$ cat src/rtl/mem_port_arbiter.sv
// -----------------------------------------------------------------------------
// mem_port_arbiter
//
// Purpose:
//   Shares one single-port synchronous SRAM between an instruction-fetch port
//   and a data port. Data wins conflicts unless fetch has been denied
//   STARVE_LIMIT consecutive cycles. Read data returns one cycle after the
//   grant, tagged to the requester. Out-of-range accesses are granted but
//   never reach the SRAM. They raise ERR and, for reads, return zero.
//   Cycles in which both requests are present are counted.
//
// Ports:
//   CLK, RST                      clock, asynchronous active-high reset
//   I_REQ, I_ADDR                 fetch request and word address
//   I_GNT                         fetch accepted this cycle (combinational)
//   I_RVALID, I_RDATA             fetch read return
//   D_REQ, D_RW, D_ADDR, D_WDATA  data request (D_RW=1 means write)
//   D_GNT                         data accepted this cycle (combinational)
//   D_RVALID, D_RDATA             data read return
//   ERR                           pulse: out-of-range access granted last cycle
//   CONFLICT_CNT                  saturating count of cycles with both requests
//   M_CSN, M_WEN, M_A, M_DI       SRAM command (active-low strobes)
//   M_DOUT                        SRAM read data, valid the cycle after a read
//
// AW must be in 1..30. STARVE_LIMIT must be in 1..15.
// -----------------------------------------------------------------------------
module mem_port_arbiter #(
  parameter int AW           = 10,
  parameter int STARVE_LIMIT = 3,
  parameter int CW           = 16
) (
  input  logic          CLK,
  input  logic          RST,
  input  logic          I_REQ,
  input  logic [29:0]   I_ADDR,
  output logic          I_GNT,
  output logic          I_RVALID,
  output logic [31:0]   I_RDATA,
  input  logic          D_REQ,
  input  logic          D_RW,
  input  logic [29:0]   D_ADDR,
  input  logic [31:0]   D_WDATA,
  output logic          D_GNT,
  output logic          D_RVALID,
  output logic [31:0]   D_RDATA,
  output logic          ERR,
  output logic [CW-1:0] CONFLICT_CNT,
  output logic          M_CSN,
  output logic          M_WEN,
  output logic [AW-1:0] M_A,
  output logic [31:0]   M_DI,
  input  logic [31:0]   M_DOUT
);

  localparam logic [3:0]    STARVE_MAX   = 4'(STARVE_LIMIT);
  localparam logic [CW-1:0] CONFLICT_MAX = {CW{1'b1}};

  // Pending read return: which requester owns next cycle's read data and
  // whether that data comes from the SRAM or is forced to zero.
  typedef enum logic [2:0] {
    RSEL_NONE   = 3'd0,
    RSEL_IF     = 3'd1,
    RSEL_D      = 3'd2,
    RSEL_IF_OOR = 3'd3,
    RSEL_D_OOR  = 3'd4
  } rsel_t;

  rsel_t          rsel_reg, rsel_next;
  logic [3:0]     starve_reg, starve_next;
  logic [CW-1:0]  conflict_reg, conflict_next;
  logic           err_reg, err_next;

  logic           i_in_range, d_in_range;
  logic           i_win, d_win, any_win, win_in_range;

  // An address is in range when every bit above the SRAM address is zero.
  // With AW=30 the whole word address maps onto the SRAM.
  generate
    if (AW >= 30) begin : g_full_range
      assign i_in_range = 1'b1;
      assign d_in_range = 1'b1;
    end else begin : g_part_range
      assign i_in_range = (I_ADDR[29:AW] == '0);
      assign d_in_range = (D_ADDR[29:AW] == '0);
    end
  endgenerate

  // Winner selection. Data wins unless fetch has hit the starvation limit
  // while both are requesting. Reset suppresses all grants.
  always_comb begin
    d_win = ~RST & D_REQ & ~(I_REQ & (starve_reg == STARVE_MAX));
    i_win = ~RST & I_REQ & ~d_win;
  end

  assign any_win      = i_win | d_win;
  assign win_in_range = d_win ? d_in_range : i_in_range;

  assign I_GNT = i_win;
  assign D_GNT = d_win;

  // SRAM command driven straight from the winner.
  assign M_CSN = ~(any_win & win_in_range);
  assign M_WEN = ~(d_win & D_RW & d_in_range);
  assign M_A   = d_win ? D_ADDR[AW-1:0] :
                 i_win ? I_ADDR[AW-1:0] : '0;
  assign M_DI  = RST ? 32'd0 : D_WDATA;

  // ---------------------------------------------------------------------------
  // State register
  // ---------------------------------------------------------------------------
  always_ff @(posedge CLK or posedge RST) begin
    if (RST) begin
      rsel_reg     <= RSEL_NONE;
      starve_reg   <= 4'd0;
      conflict_reg <= '0;
      err_reg      <= 1'b0;
    end else begin
      rsel_reg     <= rsel_next;
      starve_reg   <= starve_next;
      conflict_reg <= conflict_next;
      err_reg      <= err_next;
    end
  end

  // ---------------------------------------------------------------------------
  // Next-state logic
  // ---------------------------------------------------------------------------
  always_comb begin
    rsel_next = RSEL_NONE;
    if (i_win) begin
      rsel_next = i_in_range ? RSEL_IF : RSEL_IF_OOR;
    end else if (d_win && !D_RW) begin
      rsel_next = d_in_range ? RSEL_D : RSEL_D_OOR;
    end
  end

  always_comb begin
    starve_next = 4'd0;
    if (I_REQ && !i_win) begin
      starve_next = (starve_reg == STARVE_MAX) ? STARVE_MAX : starve_reg + 4'd1;
    end
  end

  always_comb begin
    conflict_next = conflict_reg;
    if (I_REQ && D_REQ && (conflict_reg != CONFLICT_MAX)) begin
      conflict_next = conflict_reg + 1'b1;
    end
  end

  assign err_next = any_win & ~win_in_range;

  // ---------------------------------------------------------------------------
  // Output logic
  // ---------------------------------------------------------------------------
  always_comb begin
    I_RVALID = 1'b0;
    I_RDATA  = 32'd0;
    D_RVALID = 1'b0;
    D_RDATA  = 32'd0;
    case (rsel_reg)
      RSEL_IF: begin
        I_RVALID = 1'b1;
        I_RDATA  = M_DOUT;
      end
      RSEL_IF_OOR: I_RVALID = 1'b1;
      RSEL_D: begin
        D_RVALID = 1'b1;
        D_RDATA  = M_DOUT;
      end
      RSEL_D_OOR: D_RVALID = 1'b1;
      default: ;
    endcase
  end

  assign ERR          = err_reg;
  assign CONFLICT_CNT = conflict_reg;

endmodule
$ cat config.mk
export PLATFORM = sky130hd
export DESIGN_NAME = mem_port_arbiter
export DESIGN_NICKNAME = d
export VERILOG_FILES = /design/src/rtl/mem_port_arbiter.sv
export SDC_FILE = /design/constraint.sdc
export NUM_CORES = 1
export LEC_CHECK = 0
export BUFFER_PORTS_ARGS = -buffer_cell sky130_fd_sc_hd__buf_2
export CAP_MARGIN = 20
export CORE_AREA = 2 2 100 102
export DETAILED_ROUTE_END_ITERATION = 16
export DIE_AREA = 0 0 102 104
export GPL_TIMING_DRIVEN = 1
export PLACE_DENSITY_LB_ADDON = 0.15
export SLEW_MARGIN = 0
export SYNTH_ARGS = -nofsm -noshare
export SYNTH_HDL_FRONTEND = slang
export SYNTH_SLANG_ARGS = --single-unit
export TNS_END_PERCENT = 50
$ cat constraint.sdc
create_clock -name CLK -period 1.5 [get_ports CLK]
set_clock_uncertainty 0.05 [all_clocks]
set_input_delay 0.075 -clock CLK [delete_from_list [all_inputs] [get_ports CLK]]
set_output_delay 0.075 -clock CLK [all_outputs]
set_load 0.02 [all_outputs]
# After elaboration in Yosys (flattened, before gate mapping)
# Cells that the tools add are included.
dict set report totals {
  regBits 24
  output_inout_bits 129
}
dict set report op_classes {
  addsub 2
  n_eq_ne 6
  muxes 14
  bitwise_logic 16
  reduce_logical 10
}
# operator count
set ops {}
lappend ops {{two-way mux 32 bit} 3}
lappend ops {{zero test 20 bit} 2}
lappend ops {{two-way mux 10 bit} 2}
lappend ops {{adder 16 x 1 -> 16 bit (second input constant)} 1}
lappend ops {{inequality test 16 bit (second input constant)} 1}
lappend ops {{AND 1 bit} 9}
lappend ops {{two-way mux 3 bit} 3}
lappend ops {{two-way mux 4 bit} 2}
lappend ops {{equality test 3 x 2 -> 1 bit (second input constant)} 2}
lappend ops {{inverter 1 bit} 6}
lappend ops {{adder 4 x 1 -> 4 bit (second input constant)} 1}
lappend ops {{equality test 4 x 2 -> 1 bit (second input constant)} 1}
lappend ops {{logical AND 1 bit} 4}
lappend ops {{OR reduction 2 bit} 2}
lappend ops {{equality test 3 x 1 -> 1 bit (second input constant)} 1}
lappend ops {{equality test 3 bit (second input constant)} 1}
lappend ops {{two-way mux 1 bit} 3}
lappend ops {{zero test 1 bit} 2}
lappend ops {{two-way mux 2 bit} 1}
lappend ops {{bitwise OR 1 bit} 1}

# Logic depth before layout (Yosys ltp)
# Gate-level depths: netlist of run 1.
dict set report depth {
  word_depth 9
  mapped_depth 5
}

# Worst setup path before layout of run 1
# Ideal clock, no wire load.
dict set report synth_timing {
  kind {register to register}
  start {register conflict_reg[0] (netlist: CONFLICT_CNT[0])}
  end {register conflict_reg[1] (netlist: CONFLICT_CNT[1])}
  setup_time_ps 125
  arrival_ps 1530
  required_time_ps 1325
  slack_ps -205
  stages_incl_launch_ff 6
  synth_period_minus_slack_ps 1705
  cell_sequence {dfrtp_1 -> ha_1 -> nand3_2 -> nor3_4 -> a21oi_2 -> mux2_4}
}
dict set report synth_between {
  elab_chain_len 2
}
# item line_no
set synth_lines {}
lappend synth_lines {{from (decl)} 70} ;# logic [CW-1:0] conflict_reg, conflict_next;
lappend synth_lines {{from (signal assigned)} 120} ;# conflict_reg <= conflict_next;
lappend synth_lines {{branches (longest 2 deep; another with adder 16 x 1 -> 16 bit)} n/a}
# Several ways; the timed one is not identified.
# A chain may end at the register's enable or synchronous reset.

# Worst setup path in the final report of run 1
dict set report layout_timing {
  start {register starve_reg[0]}
  end {output port M_A[9]}
}
dict set report layout_between {
  elab_chain_len 8
}
# item line_no
set layout_lines {}
lappend layout_lines {{from (decl)} 69} ;# logic [3:0] starve_reg, starve_next;
lappend layout_lines {{from (signal assigned)} 119} ;# starve_reg <= starve_next;
lappend layout_lines {{equality test 4 x 2 -> 1 bit (*)} 91} ;# d_win = ~RST & D_REQ & ~(I_REQ & (starve_reg == STARVE_MAX));
lappend layout_lines {{AND 1 bit (*)} 91}
lappend layout_lines {{inverter 1 bit (*)} 91}
lappend layout_lines {{AND 1 bit (*)} 91}
lappend layout_lines {{inverter 1 bit} 92} ;# i_win = ~RST & I_REQ & ~d_win;
lappend layout_lines {{AND 1 bit} 92}
lappend layout_lines {{two-way mux 10 bit} 105} ;# i_win ? I_ADDR[AW-1:0] : '0;
lappend layout_lines {{two-way mux 10 bit (*)} 104} ;# assign M_A = d_win ? D_ADDR[AW-1:0] :
lappend layout_lines {{to (decl)} 50} ;# output logic [AW-1:0] M_A,
# Every way passes the cells marked *; elsewhere a longest branch is shown, timed or not.

==> impl_summary.md, run 1 <==
Routing
The count of antenna-violating nets left after detailed routing is 0. The average vias per placed instance is 4.355. The routed layout has 2966 vias. The post-detailed-route wirelength per cell is 13.59 um. The number of remaining DRC errors is 0. The violation count after the first detailed-route iteration is 58.

The routed wire length is 9255 um. Before antenna repair, the detailed router went through 4 iterations.

Timing
Derived from the worst setup path, the maximum achievable clock frequency is 514.5 MHz. The final worst setup slack is -0.4437 ns. Dividing the final minimum period by the clock period gives 129.6%.

Setup repair after global routing could not meet its margin everywhere. The worst-case headroom to the max-slew limit is 75.80%. For the finished layout, the period the worst path requires is 1.944 ns. At the pin with the least slew margin, the transition time is 0.3597 ns. The final count of pins violating max slew is 0. Setup violations remaining at the end of the flow were counted as 87.

The count of endpoints failing hold in the final timing report is 0.

Power
The post-layout total power is 2.764 mW. Power spread over the standard cell area amounts to 576.5 nW/um2. The maximum resistive drop on vdd is 0.3416 mV. The static leakage power is 2.534 nW.

CTS
For the worst-skew pair, the clock arrives at the later sink with an insertion delay of 0.27 ns. No sink is reached through more buffers than the 2 on the longest clock path. The master cell of the clock root buffer is sky130_fd_sc_hd__clkbuf_8. The total CTS buffers is 3.

The H-tree depth is 1. Clock-pin slew was measured on the worst setup and hold paths at 0.08 ns. Counting every sink on the clock net gives 24.

TritonCTS built the clock tree.

Setup path
STA puts the critical path data required time at 1.37 ns. The worst setup path is of the reg -> out kind. The data arrival time of the critical path is 1.82 ns.

The worst setup path is launched from a register. STA classifies the critical path endpoint as an output pin. The highest net fanout along the worst path is 14.

Synth
The post-synthesis cell area is 2100 um2. The share of synthesized area occupied by flip-flops and latches is 28.61%. By instance count, the leading cell after synthesis is sky130_fd_sc_hd__and2_1. The most instantiated flip-flop cell in the synthesis netlist is sky130_fd_sc_hd__dfrtp_1. Sorting the synthesized cells by area gives the leading types as sky130_fd_sc_hd__dfrtp_1, sky130_fd_sc_hd__and2_1, sky130_fd_sc_hd__nor2b_1. The synthesized netlist net count is 376. After synthesis, the mean cell area works out to 8.569 um2. The dominant cell type by area after synthesis is sky130_fd_sc_hd__dfrtp_1.

The number of different library cells used by synthesis comes to 43. The synthesized design contains 24 register bits. The commonest cells after synthesis are sky130_fd_sc_hd__and2_1, sky130_fd_sc_hd__nor2b_1, sky130_fd_sc_hd__dfrtp_1, sky130_fd_sc_hd__nor4_1. The number of flops mapped to enable cells by yosys is 0. For this run, the number of Yosys warnings is 0. The post-synthesis async set-or-reset flop share is 100.0%. After synthesis, the largest area contributor takes up 28.61% of total cell area. The synthesized instance count is 245.

Die
The floorplan has 36 rows. The area of the die is 10610 um2. After floorplanning, the core was sized to cover 9549 um2. From left edge to right edge, the die measures 102 um.

The boundary pin count is 258. The starting utilization of the core area is 21.99%. From bottom edge to top edge, the die measures 104 um.

Finish
The repair_antennas step left the layout with diodes totalling 0. Measured on the finished design, the core utilization comes to 50.21%. After routing the design area is 4795 um2. The count of placed standard cells in the final layout, fillers left out is 681.

Relative to the synthesized area, the layout overhead comes to 128.4%. The flip-flop count of the largest register, all copies and words added is 16. The net total in the final layout is 680. Cells with a size suffix above 1 make up 69.34% of the layout.

Outcome
The final reports fail on setup timing. The flow ran to the end, but the final reports show violations.

Placed design
Detailed placement finished with a half-perimeter wire length of 7067 um. Including well taps, the total number of placed cells is 660. The number of buffer cells added on primary ports is 257. The area of placed instances is 3961 um2. The congestion estimate from routability-driven global placement came to 0.8097.

GRT
The number of antenna violations at the first check in global routing was 0. The first global-routing pass estimated 13240 um of wire. The number of global-route vias before repair is 2849. For this run the aggregate overflow at the end of global routing stands at 0.

The total global-route track usage is 15.30%. Entering global routing, the biggest net connects 34 pins.

Worst hold path
The kind of path behind the tightest hold check is in -> reg.

Job
The number of max-cap violations is 0.
==> final cells by class <==
cell class	count	area, um2
flip-flops and latches	24	606.8
repair buffers	310	2253
multi-input cells	207	1702
well taps	133	166.4
fillers	963	4755
clock buffers	4	55.05
inverters	3	11.26
==> metrics by stage <==
stage	worst slack, ns	setup TNS (ns)	hold WS, ns
after floorplan	-0.1130	-1.133	0.09141
after global placement	-0.1509	-2.250	0.2252
after detailed placement	-0.1877	-2.903	0.2171
after CTS	-0.4564	-15.02	0.06384
after global routing	-0.5211	-22.03	0.1032
final	-0.4437	-14.43	0.07495
==> critical path, cell delays in order (launching register included) <==
cell                      delay [ns]
sky130_fd_sc_hd__dfrtp_1        0.36
sky130_fd_sc_hd__ha_2           0.19
sky130_fd_sc_hd__or3b_4         0.40
sky130_fd_sc_hd__a21oi_4        0.15
sky130_fd_sc_hd__buf_12         0.16
sky130_fd_sc_hd__a22o_1         0.16
sky130_fd_sc_hd__buf_6          0.12
==> layout by cell type, fill, tap and decap left out, drive strengths merged, types with 7 or more instances in the layout <==
| master | Yosys | final |
|---|---|---|
| nor2 | 8 | 8 |
| buf | 2 | 308 |
| nor2b | 34 | 34 |
| a22o | 10 | 10 |
| xor2 | 10 | 10 |
| a21oi | 10 | 10 |
| nor4 | 14 | 14 |
| nand3 | 8 | 8 |
| and2 | 66 | 66 |
| nand4 | 7 | 7 |
| dfrtp | 24 | 24 |
==> cell families (layout without fill, tap and decap cells) <==
group | count (synthesis) | count (layout) | synth area share [%]
multiplexers | 2 | 2 | 1.251
adder cells (fa/ha/maj) | 2 | 2 | 1.192
AO/OA/AOI/OAI | 28 | 28 | 10.73
XOR/XNOR | 15 | 15 | 6.257
buffers and inverters | 14 | 317 | 2.741
AND/OR/NAND/NOR | 160 | 160 | 49.23
flip-flops | 24 | 24 | 28.61
==> path summary, 6_finish.rpt <==
check                                start               end  slack, ns  cells past startpoint
max in group asynchronous              RST   CONFLICT_CNT[1]       1.04                      4
setup reg to reg             starve_reg[0]     starve_reg[0]      -0.23                      7
min in group asynchronous              RST  CONFLICT_CNT[11]       0.09                      4
hold / removal                  I_ADDR[28]               ERR       0.07                      5
setup / recovery             starve_reg[0]            M_A[9]      -0.44                      6
hold reg to reg            CONFLICT_CNT[6]   CONFLICT_CNT[6]       0.48                      1
==> layer usage <==
layer | part of all wire [%] | vias to the layer above | GRT usage, %
met4 | 1.7 | 0 | 2.762
met1 | 35 | 1344 | 16.36
met2 | 55 | 158 | 31.16
met5 | 0 | - | 0
li1 | - | 1450 | -
met3 | 7.7 | 14 | 1.747
==> what timing repair did <==
item | in CTS | in global routing
setup buffers | 7 | 7
hold buffers | 1 | 0
gates resized for setup | 125 | 73
gates cloned | 2 | 1
endpoints found under the hold margin | 1 | 0
setup endpoints to repair | 90 | 96
pin swaps | 4 | 31
==> power breakdown <==
group | leakage (nW) | switching [mW] | total [mW] | internal [mW]
clock network | 0.0288 | 0.222 | 0.456 | 0.235
registers | 0.308 | 0.120 | 0.865 | 0.746
logic | 2.20 | 0.694 | 1.44 | 0.749
total | 2.53 | 1.04 | 2.76 | 1.73
Power figures use the tool's default switching activity.
==> run 2, diff against run 1 <==
Settings changed: BUFFER_PORTS_ARGS -buffer_cell sky130_fd_sc_hd__buf_2 to not set, CORE_AREA 2 2 100 102 to 2 2 99 101, DIE_AREA 0 0 102 104 to 0 0 101 103, DONT_BUFFER_PORTS set to 1, PLACE_DENSITY_LB_ADDON 0.15 to not set.
==> run 2 against run 1 <==
Against the previous run:
- the run still ends with setup timing left
- power decreased by 8.5%
- flip-flop and latch count unchanged
- via count is 25% lower
- register-to-register slack better by 0.05 ns
- die area is 1.9% lower
- highest routed layer unchanged
==> impl_summary.md, run 2 (synthesis gave the netlist of run 1 again) <==
Power
The static leakage power is 1.497 nW (-41%). The maximum resistive drop on vdd is 0.3739 mV (+9.5%). The post-layout total power is 2.530 mW (-8.5%). The total power divided by cell area is 742.4 nW/um2 (+29%).

Setup path
The data arrival time of the critical path is 1.78 ns (-0.04 ns). The critical path launch point is starve_reg[0]. STA classifies the critical path endpoint as an output pin. The worst setup path is of the reg -> out kind.

The sort of element at the start of the critical path is a register. The required time at the worst-slack endpoint is 1.37 ns (about the same). The worst register-to-register path begins at starve_reg[0].

The highest net fanout along the worst path is 7 (-7).

Timing
The final setup violation count was 89 (+2.3%). The final worst setup slack is -0.4064 ns (+0.03731 ns). The count of endpoints failing hold in the final timing report is 0 (unchanged). The final count of pins violating max slew was 0 (unchanged). The worst-case headroom to the max-slew limit is 68.56% (-7.2 points).

The transition time at the pin with the least slew margin is 0.4706 ns (+0.1109 ns). The minimum clock period after layout is 1.906 ns (-0.03731 ns). Setup repair after global routing could not meet its margin everywhere. The highest clock rate is 524.5 MHz (+2.0%). The post-route setup TNS came to -12.93 ns (+1.501 ns). The part of the cycle the worst path needs is 127.1% (-2.5 points).

CTS
The clock latency on the worst-skew pair came to 0.28 ns (about the same). TritonCTS built the clock tree. The clock transition time at the flip-flop clock pins of the worst setup and hold paths is 0.08 ns (about the same). The H-tree depth was 1 (unchanged). The total CTS buffers came to 3 (unchanged). The maximum number of buffers from clock root to sink is 2 (unchanged). The master cell of the clock root buffer is sky130_fd_sc_hd__clkbuf_8. The number of clock sinks was 24 (unchanged).

Routing
The number of remaining DRC errors came to 0 (unchanged). The count of antenna-violating nets left after detailed routing is 0 (unchanged). The violation count after the first detailed-route iteration is 107 (+84%). The routed wire length is 8725 um (-5.7%). The first-pass iteration count of the detailed router was 4 (unchanged). The post-detailed-route wirelength per cell was 20.43 um (+50%). The total via count after detailed routing is 2223 (-25%). The average vias per placed instance is 5.206 (+20%).

Finish
The net total in the final layout came to 445 (-35%). The number of antenna cells inserted is 0 (unchanged). Leaving out fill and tap cells, the most frequent cells in the layout are sky130_fd_sc_hd__and2_4, sky130_fd_sc_hd__buf_4, sky130_fd_sc_hd__nor2b_1.

The area growth from synthesis to layout is 62.34%. The number of fillers in the final layout is 952 (-1.1%). The flip-flop count of the largest register, all copies and words added is 16 (unchanged).

The library cell used most frequently in the layout, excluding fill and tap cells, is sky130_fd_sc_hd__and2_4. The fraction of final layout cells with drive strength greater than 1 is 59.42% (-9.9 points).

Placed design
The last weighted congestion value of the routability-driven placer is 0.9361 (+16%). The half-perimeter wire length after placement is 6602 um (-6.6%). The number of buffer cells added on primary ports was 0 (-100%).

GRT
The maximum number of pins on one net before global-route repair is 36 (+5.9%). The number of antenna violations at the first check in global routing is 0 (unchanged). The sum of overflow across all layers after global routing is 0 (unchanged). The total global-route track usage was 14.43% (-0.87 points). The number of global-route vias before repair is 2113 (-26%). The global-route wire length before repair is 11430 um (-14%).

Die
The total number of placement rows is 36 (unchanged). The area of the die was 10400 um2 (-1.9%). The boundary pin count is 258 (unchanged). The chip height was 103 um (-0.96%). The starting utilization of the core area is 22.20% (+0.21 points).

The die outline width came to 101 um (-0.98%). The core footprint is 9459 um2 (-0.94%).

Outcome
The checks that failed: setup timing. The flow ran to the end, but the final reports show violations.

Worst hold path
In this run the worst hold path is classified as in -> reg. The startpoint identified for the worst hold timing path is I_ADDR[16].

Job
The number of max-cap violations is 0 (unchanged).
[run 2: cell count changes in the layout (fill, tap and decap cells not counted), moves of 2 or more]
cell                            delta
sky130_fd_sc_hd__buf_2           -179
sky130_fd_sc_hd__dfrtp_1           -2
sky130_fd_sc_hd__dlygate4sd3_1     +5
sky130_fd_sc_hd__a21oi_1           -2
sky130_fd_sc_hd__dfrtp_2           +2
sky130_fd_sc_hd__and2_1           -37
sky130_fd_sc_hd__buf_6            -63
sky130_fd_sc_hd__and2_2            +2
sky130_fd_sc_hd__and2_4           +35
[run 2: per-stage QoR]
| stage | std cells | hold slack (ns) | cell area [um2] | utilization (%) | worst slack [ns] |
|---|---|---|---|---|---|
| 2_1_floorplan | 245 | 0.09141 | 2252 | - | -0.1130 |
| 3_3_place_gp | 394 | -0.008832 | 2718 | 28.73 | -0.2787 |
| 3_5_place_dp | 394 | -0.0007260 | 2718 | 28.73 | -0.3921 |
| 4_1_cts | 427 | -0.0004164 | 3334 | 35.25 | -0.4081 |
| 5_1_grt | 427 | 0.02586 | 3408 | 36.03 | -0.4927 |
| 6_report | 427 | 0.005648 | 3408 | 36.03 | -0.4064 |
[run 2: final timing paths]
kind	slack, ns	to	depth (start not counted)
setup / recovery	-0.41	M_A[3]	5
hold / removal	0.006	ERR	4
setup reg to reg	-0.18	starve_reg[1]	6
hold reg to reg	0.48	CONFLICT_CNT[11]	1
max in group asynchronous	0.85	CONFLICT_CNT[11]	3
min in group asynchronous	0.27	CONFLICT_CNT[2]	3
[run 2: final cells by class]
cell class	count	area, um2	area share, %
clock buffer	3	41.29	1.211
sequential	24	609.3	17.88
multi-input combinational	207	1831	53.71
clock inverter	1	30.03	0.8811
tap	114	142.6	4.185
inverter	3	11.26	0.3304
timing repair buffer	75	743.2	21.81
[run 2: power breakdown]
part | internal, mW | switching [mW]
Sequential | 0.746 | 0.121
Clock | 0.357 | 0.223
Combinational | 0.492 | 0.592
[run 2: repair_timing]
item,in CTS,in global routing
pin swaps,38,37
buffers inserted,21,6
hold endpoints to repair,31,0
cloned,3,2
resized for setup,128,45
endpoints found under the setup margin,88,101
hold buffers,6,0
[run 2: worst max-delay path: stages, from the launching register on]
cell,delay (ns)
sky130_fd_sc_hd__dfrtp_1,0.37
sky130_fd_sc_hd__ha_2,0.18
sky130_fd_sc_hd__or3b_4,0.39
sky130_fd_sc_hd__a21oi_4,0.25
sky130_fd_sc_hd__buf_12,0.17
sky130_fd_sc_hd__a22o_4,0.16
[run 2: routing by layer]
metal	global-route usage [%]	vias to the layer above	share of wire, %
met1	16.08	1077	36
met5	0	-	0
li1	-	979	-
met2	28.36	163	56
met4	2.911	0	0.54
met3	2.847	4	7.6
